==> config.mk <==
export PLATFORM = sky130hd
export DESIGN_NAME = rv32imf_wfi_ctrl
export DESIGN_NICKNAME = d
export VERILOG_FILES = /design/src/rtl/rv32imf_pkg.sv /design/src/rtl/rv32imf_wfi_ctrl.sv
export SDC_FILE = /design/constraint.sdc
export NUM_CORES = 1
export LEC_CHECK = 0
export BUFFER_PORTS_ARGS = -buffer_cell sky130_fd_sc_hd__buf_2
export CAP_MARGIN = 20
export CORE_MARGIN = 2
export CORE_UTILIZATION = 35
export DETAILED_ROUTE_END_ITERATION = 16
export PLACE_DENSITY = 0.67
export RECOVER_POWER = 100
export SLEW_MARGIN = 20
export SYNTH_ARGS = -nofsm -noshare
export SYNTH_HDL_FRONTEND = slang
export SYNTH_SLANG_ARGS = --single-unit
==> constraint.sdc <==
create_clock -name clk_ungated_i -period 6.9 [get_ports clk_ungated_i]
set_clock_uncertainty 0.05 [all_clocks]
set_input_delay 0.69 -clock clk_ungated_i [delete_from_list [all_inputs] [get_ports clk_ungated_i]]
set_output_delay 0.69 -clock clk_ungated_i [all_outputs]
set_load 0.03 [all_outputs]
==> src/rtl/rv32imf_pkg.sv <==
// Shared types for the rv32imf core slice: WFI sleep-protocol state and wake cause.
package rv32imf_pkg;

    typedef enum logic [1:0] {
        WFI_RUN,
        WFI_DRAIN,
        WFI_SLEEP,
        WFI_WAKE
    } wfi_state_e;

    typedef enum logic [1:0] {
        WAKE_NONE = 2'd0,
        WAKE_IRQ  = 2'd1,
        WAKE_DBG  = 2'd2
    } wake_cause_e;

endpackage

==> src/rtl/rv32imf_wfi_ctrl.sv <==
// WFI controller: drains the pipeline on WFI, parks the core, and raises the
// wake request to the sleep unit on an enabled interrupt or debug request.
module rv32imf_wfi_ctrl
    import rv32imf_pkg::*;
#(
    parameter int IRQ_WIDTH = 32,
    parameter int WAKE_HOLD = 2,
    parameter int CNT_WIDTH = 32
) (
    input  logic                 clk_ungated_i,
    input  logic                 rst,
    input  logic                 wfi_req_i,
    output logic                 wfi_ack_o,
    input  logic                 if_busy_i,
    input  logic                 lsu_busy_i,
    input  logic                 apu_busy_i,
    input  logic [IRQ_WIDTH-1:0] irq_pending_i,
    input  logic [IRQ_WIDTH-1:0] irq_enable_i,
    input  logic                 debug_req_i,
    input  logic                 debug_mode_i,
    output logic                 wake_from_sleep_o,
    output logic                 ctrl_busy_o,
    output logic                 sleeping_o,
    output logic [1:0]           wake_cause_o,
    output logic [CNT_WIDTH-1:0] sleep_cycles_o
);

    localparam logic [3:0] HOLD_LAST = 4'(WAKE_HOLD - 1);

    wfi_state_e           state_q, state_d;
    wake_cause_e          cause_q, cause_d;
    logic [3:0]           hold_q, hold_d;
    logic [CNT_WIDTH-1:0] cnt_q, cnt_d;

    logic        wake_cond;
    logic        wfi_nop;
    wake_cause_e cause_now;

    // Global MIE is deliberately ignored: any enabled pending line wakes the core.
    assign wake_cond = (|(irq_pending_i & irq_enable_i)) | debug_req_i;
    assign cause_now = debug_req_i ? WAKE_DBG : WAKE_IRQ;
    assign wfi_nop   = wfi_req_i & (debug_mode_i | wake_cond);

    always_ff @(posedge clk_ungated_i or posedge rst) begin
        if (rst) begin
            state_q <= WFI_RUN;
            cause_q <= WAKE_NONE;
            hold_q  <= '0;
            cnt_q   <= '0;
        end else begin
            state_q <= state_d;
            cause_q <= cause_d;
            hold_q  <= hold_d;
            cnt_q   <= cnt_d;
        end
    end

    always_comb begin
        state_d = state_q;
        cause_d = cause_q;
        hold_d  = hold_q;
        cnt_d   = cnt_q;
        unique case (state_q)
            WFI_RUN: begin
                if (wfi_req_i && !wfi_nop) begin
                    state_d = WFI_DRAIN;
                    cause_d = WAKE_NONE;
                    cnt_d   = '0;
                end
            end
            WFI_DRAIN: begin
                if (wake_cond) begin
                    state_d = WFI_WAKE;
                    cause_d = cause_now;
                    hold_d  = '0;
                end else if (!(if_busy_i | lsu_busy_i | apu_busy_i)) begin
                    state_d = WFI_SLEEP;
                end
            end
            WFI_SLEEP: begin
                cnt_d = (cnt_q == '1) ? cnt_q : cnt_q + 1'b1;
                if (wake_cond) begin
                    state_d = WFI_WAKE;
                    cause_d = cause_now;
                    hold_d  = '0;
                end
            end
            WFI_WAKE: begin
                if (hold_q == HOLD_LAST) state_d = WFI_RUN;
                else                     hold_d  = hold_q + 4'd1;
            end
            default: state_d = WFI_RUN;
        endcase
    end

    always_comb begin
        wfi_ack_o         = 1'b0;
        wake_from_sleep_o = 1'b0;
        ctrl_busy_o       = 1'b1;
        sleeping_o        = 1'b0;
        unique case (state_q)
            WFI_RUN:   wfi_ack_o = wfi_nop & ~rst;
            WFI_DRAIN: ;
            WFI_SLEEP: begin
                ctrl_busy_o       = 1'b0;
                sleeping_o        = 1'b1;
                wake_from_sleep_o = wake_cond;
            end
            WFI_WAKE: begin
                wake_from_sleep_o = 1'b1;
                wfi_ack_o         = (hold_q == HOLD_LAST) & ~rst;
            end
            default: ;
        endcase
    end

    assign wake_cause_o   = cause_q;
    assign sleep_cycles_o = cnt_q;

endmodule

Word-level counts from Yosys, hierarchy flattened
Index checks and enable logic that the tools add are counted.
Cells by class
  add/subtract/negate cells: 2
  eq/ne operators: 12
  mux-type cells: 20
  bitwise gates (word level): 9
  reduce and logical (&&, ||, !) cells: 12
Operators with widths (count)
  $mux 32: 2
  $pmux 32 s2: 1
  $add 32x1->32 const B: 1
  $and 32x32->32: 1
  $eq 32x32->1 const B: 1
  $reduce_or 32->1: 1
  $mux 2: 8
  $ne 2x2->1 const B: 5
  $reduce_and 3->1: 3
  $mux 4: 2
  $pmux 2 s4: 1
  $pmux 4 s2: 1
  $reduce_bool 2->1: 3
  $add 4x1->4 const B: 1
  $eq 2x2->1 const B: 2
  $eq 4x1->1 const B: 1
  $or 1x1->1: 4
  $pmux 1 s2: 2
  $pmux 2 s2: 1
  $reduce_and 4->1: 1
  $and 1x1->1: 3
  $ne 3x3->1 const B: 1
  $eq 2x1->1 const B: 1
  $logic_not 2->1: 1
  other kinds (6): 7
Word-level totals
  bits in registers: 40
  input port bits: 72
  word-level logic and storage cells: 59

Depth between registers and ports, before layout
  word-level depth: 9
  mapped depth: 10
  mapped depth without buffers: 8

Worst setup path after synthesis
No wires, ideal clock.
  kind: input to output
  from: input port irq_pending_i[7]
  to: output port wfi_ack_o
  arrival time: 2.197 ns
  path slack: 3.963 ns
  stages on the path: 6
  buffers on the path: 0
  cells stage by stage: a22oi_1 and4_1 and2_1 nand2_1 o211ai_1 a211oi_1
Between the ends
  word-level cells in the longest chain between the ends: 7
Ends and longest elaborated chain
  from (decl): line rv32imf_wfi_ctrl.sv:17  | input logic [IRQ_WIDTH-1:0] irq_pending_i,
  $and 32x32->32: line rv32imf_wfi_ctrl.sv:40  | assign wake_cond = (|(irq_pending_i & irq_enable_i)) | debug_req_i;
  $reduce_or 32->1: line rv32imf_wfi_ctrl.sv:40
  $or 1x1->1: line rv32imf_wfi_ctrl.sv:40
  $or 1x1->1: line rv32imf_wfi_ctrl.sv:42  | assign wfi_nop = wfi_req_i & (debug_mode_i | wake_cond);
  $and 1x1->1: line rv32imf_wfi_ctrl.sv:42
  $and 1x1->1: line rv32imf_wfi_ctrl.sv:102  | WFI_RUN: wfi_ack_o = wfi_nop & ~rst;
  $pmux 1 s2: line rv32imf_wfi_ctrl.sv:101  | unique case (state_q)
  to (decl): line rv32imf_wfi_ctrl.sv:13  | output logic wfi_ack_o,
Every way passes these cells.

Worst setup path after layout
  from: register state_q[0]
  to: register cnt_q[25], in the netlist sleep_cycles_o[25]
Between the ends
  word-level cells in the longest chain between the ends: 3
Ends and longest elaborated chain
  from (decl): line rv32imf_wfi_ctrl.sv:30  | wfi_state_e state_q, state_d;
  from (signal assigned): line rv32imf_wfi_ctrl.sv:51  | state_q <= state_d;
  $eq 2x2->1 / $logic_not 2->1 (equally long branches): line rv32imf_wfi_ctrl.sv:63  | unique case (state_q)
  $ne 2x2->1 (no line) / $reduce_bool 2->1 (equally long branches)
  $reduce_and 3->1 (no line)
  to (signal assigned): line rv32imf_wfi_ctrl.sv:54  | cnt_q <= cnt_d;
  to (decl): line rv32imf_wfi_ctrl.sv:33  | logic [CNT_WIDTH-1:0] cnt_q, cnt_d;
Parallel ways exist; a longest one is shown, timed or not.
A chain may end at the register's enable or synchronous reset.

==> metrics.md <==
| Metric | Value |
|---|---|
| Status | finished, violations left |
| Failing checks | capacitance limit, slew limit |
| Share of layout cells above drive strength 1 | 0.199 |
| Final number of max-transition violations | 65 |
| CTS tree | built |
| Synthesized cell area | 0.00272 mm2 |
| CORE AREA | about 0.0076 mm2 |
| EDFF count, synth | 0 |
| GP Congestion | around 0.8 |
| Yosys cell types | 53 |
| RSZ-0062 raised after global routing | false |
| Cts bufs inserted | 5 |
| Seq cells post-synth | 40 |
| Synth cell count leaders | dfrtp_1 (40), nand2_1 (31), o21ai_0 (20), o31ai_1 (19), nand3_1 (17) |
| Worst-Margin Slew | 2.63 ns |
| Slowest stage cell, crit path | o21ai_0 |
| Diodes inserted | 0 |
| Post-route ant nets | 0 |
| HPWL Detailed | 5870 um |
| Die area | approximately 0.0085 mm2 |
| Pin count of the biggest net entering global routing | 41 |
| # hold bufs at CTS | 0 |
| Die Wd | 92.1 um |
| Post-cts resize count | 0 |
| Yosys warning count | 0 |
| Reg clk slew, reported paths | about 0.08 ns |
| Synthesized instance count | 314 |
| Fmax | 260 MHz |
| # IOs | 110 |
| CTS sink cnt | 40 |
| Number of max-cap violations | 2 |
| Async SR Flop Fraction | 1.00 |
| Share of the synthesized area in the top cell type | 0.368 |
| Mean area per synthesized cell | 8.66 um2 |
| LEAKAGE | about 1.4 nW |
| Final Critical Period | 3.84 ns |
| Setup-failing EPs final | 0 |
| Leading cell type by number of instances after synthesis | dfrtp_1 |
| Via density per instance | 5.74 |
| Fin area | 0.00337 mm2 |
| Routed len/inst | between 15 and 20 um |
| Vias in the first global route | 2,829 |
| PwrDens | around 320 mW/mm2 |
| GRT Residual Overflow | 0 |
| Total Nets Final | a little under 500 |
| Largest stage delay on the critical path | 1.00 ns |
| Largest cells by area after synthesis | dfrtp_1 (37%), o31ai_1 (5.2%), nand2_1 (4.3%), a22oi_1 (3.9%), ha_1 (3.7%) |
| Area after DPL | 0.00335 mm2 |
| GRT Overall Usage | 0.192 |
| Ys flop type | dfrtp_1 |
| Dominant cell type by area after synthesis | dfrtp_1 |
| Post-CTS Setup Inserts | 0 |
| DR pass1 iterations | 4 |
| WP data required | 7.06 ns |
| Hold WC Path Type | reg -> reg |
| Bufs on Longest Clock Path | 2 |
| Most used cell, CP | o21ai_0 |
| Vias | 2,980 |
| Initial Util | 0.357 |
| Utilization after layout | 0.444 |
| Critical path launch point type | flip-flop |
| Worst skew pair latency | 0.29 ns |
| CP endpoint kind | flip-flop |
| Initial DRC count | around 160 |
| Final hold vios | 0 |
| Tcrit/Tclk final | 0.557 |
| Die Ht | 92.1 um |
| H-tree depth | 2 |
| Critical path class | reg -> reg |
| Syn nets | 394 |
| DR DRC count | 0 |
| Root buffer cell | clkbuf_8 |
| Rows | 32 |
| First-pass GRT wire length | around 13,000 um |
| Seq/Total Area, Yosys | 0.368 |
| Worst-path fanout max | 23 |
| IO Port Bufs | 109 |
| Worst EP arrival | around 4.0 ns |
| Initial antenna violation count | 0 |
| Slew HR | -0.774 |
| WL final | 8010 um |
| Critical path cell sequence | inv_1 > ha_1 > clkbuf_1 > nand2_1 > nor2_1 > nand4_1 > o21ai_0 > o21ai_0 > o211ai_1 |
| Setup TNS | 0 ns |
| Area growth, synth to finish | 24.1% |
| Worst VDD drop | 149 uV |
-- layout make-up --
| class | instances | area [um2] |
|---|---|---|
| tap | 102 | 128 |
| clock buffer | 5 | 68.8 |
| inverter | 10 | 37.5 |
| clock inverter | 2 | 12.5 |
| timing repair buffer | 111 | 504 |
| sequential | 40 | 1000 |
| multi-input combinational | 249 | 1620 |
| fill | 764 | 4230 |
-- metrics by stage --
step | setup WS (ns) | hold WS, ns | instances | total power, mW
6_report | 3.06 | 0.492 | 519 | 1.08
5_1_grt | 2.51 | 0.512 | 519 | 1.17
4_1_cts | 3.67 | 0.485 | 519 | 1.11
3_5_place_dp | 3.57 | 0.469 | 512 | 0.957
3_3_place_gp | 3.70 | 0.464 | 512 | 0.943
2_1_floorplan | 3.96 | 0.441 | 314 | 0.774
-- critical path: cells and delay by family (launching register included) --
kind	cells	cell delay [ns]
AO/OA/AOI/OAI	3	1.53
buffers and inverters	2	0.80
adder cells (fa/ha/maj)	1	0.59
flip-flops	1	0.42
AND/OR/NAND/NOR	3	0.36
-- state kept, by name, summed over array words and instances, names as in the netlist --
name,flops
wake_cause_o,2
state_q,2
sleep_cycles_o,32
hold_q,4
-- worst paths after layout --
kind | startpoint | cells after the start | slack (ns) | to
setup / recovery | state_q[0] | 9 | 3.06 | sleep_cycles_o[25]
hold / removal | sleep_cycles_o[30] | 1 | 0.49 | sleep_cycles_o[30]
setup reg to reg | state_q[0] | 9 | 3.06 | sleep_cycles_o[25]
hold reg to reg | sleep_cycles_o[30] | 1 | 0.49 | sleep_cycles_o[30]
max in group asynchronous | rst | 3 | 4.38 | sleep_cycles_o[3]
min in group asynchronous | rst | 3 | 1.16 | hold_q[1]
-- placed cells by master, fill, tap and decap left out, drive strengths merged, types with 8 or more instances in the layout --
cell type   n
buf        70
clkbuf     46
dfrtp      40
nand2      31
o21ai      21
o31ai      19
nand3      18
a22oi      14
nor2       13
o211ai     12
inv        10
nand4       9
or3         9
and2        8
ha          8
-- where the power goes --
group	total [mW]	internal [mW]	switching [mW]
clock	0.152	0.0685	0.0840
combinational	0.570	0.162	0.408
sequential	0.360	0.287	0.0732
total	1.08	0.517	0.566
-- cells by family after synthesis --
kind of cell / synth area share
muxes: 0.00782
AOI/OAI and AO/OA: 0.292
DFF: 0.368
adders and majority gates: 0.0368
buffers and inverters: 0.0350
and+or+nand+nor: 0.260
-- per-layer routing --
layer | vias to the layer above | share of wire | track usage
met5 | - | 0 | 0
met4 | 0 | 0.011 | 0.0572
met3 | 8 | 0.061 | 0.0353
met2 | 99 | 0.48 | 0.333
met1 | 1429 | 0.44 | 0.243
li1 | 1444 | - | -
Power figures use the tool's default switching activity.
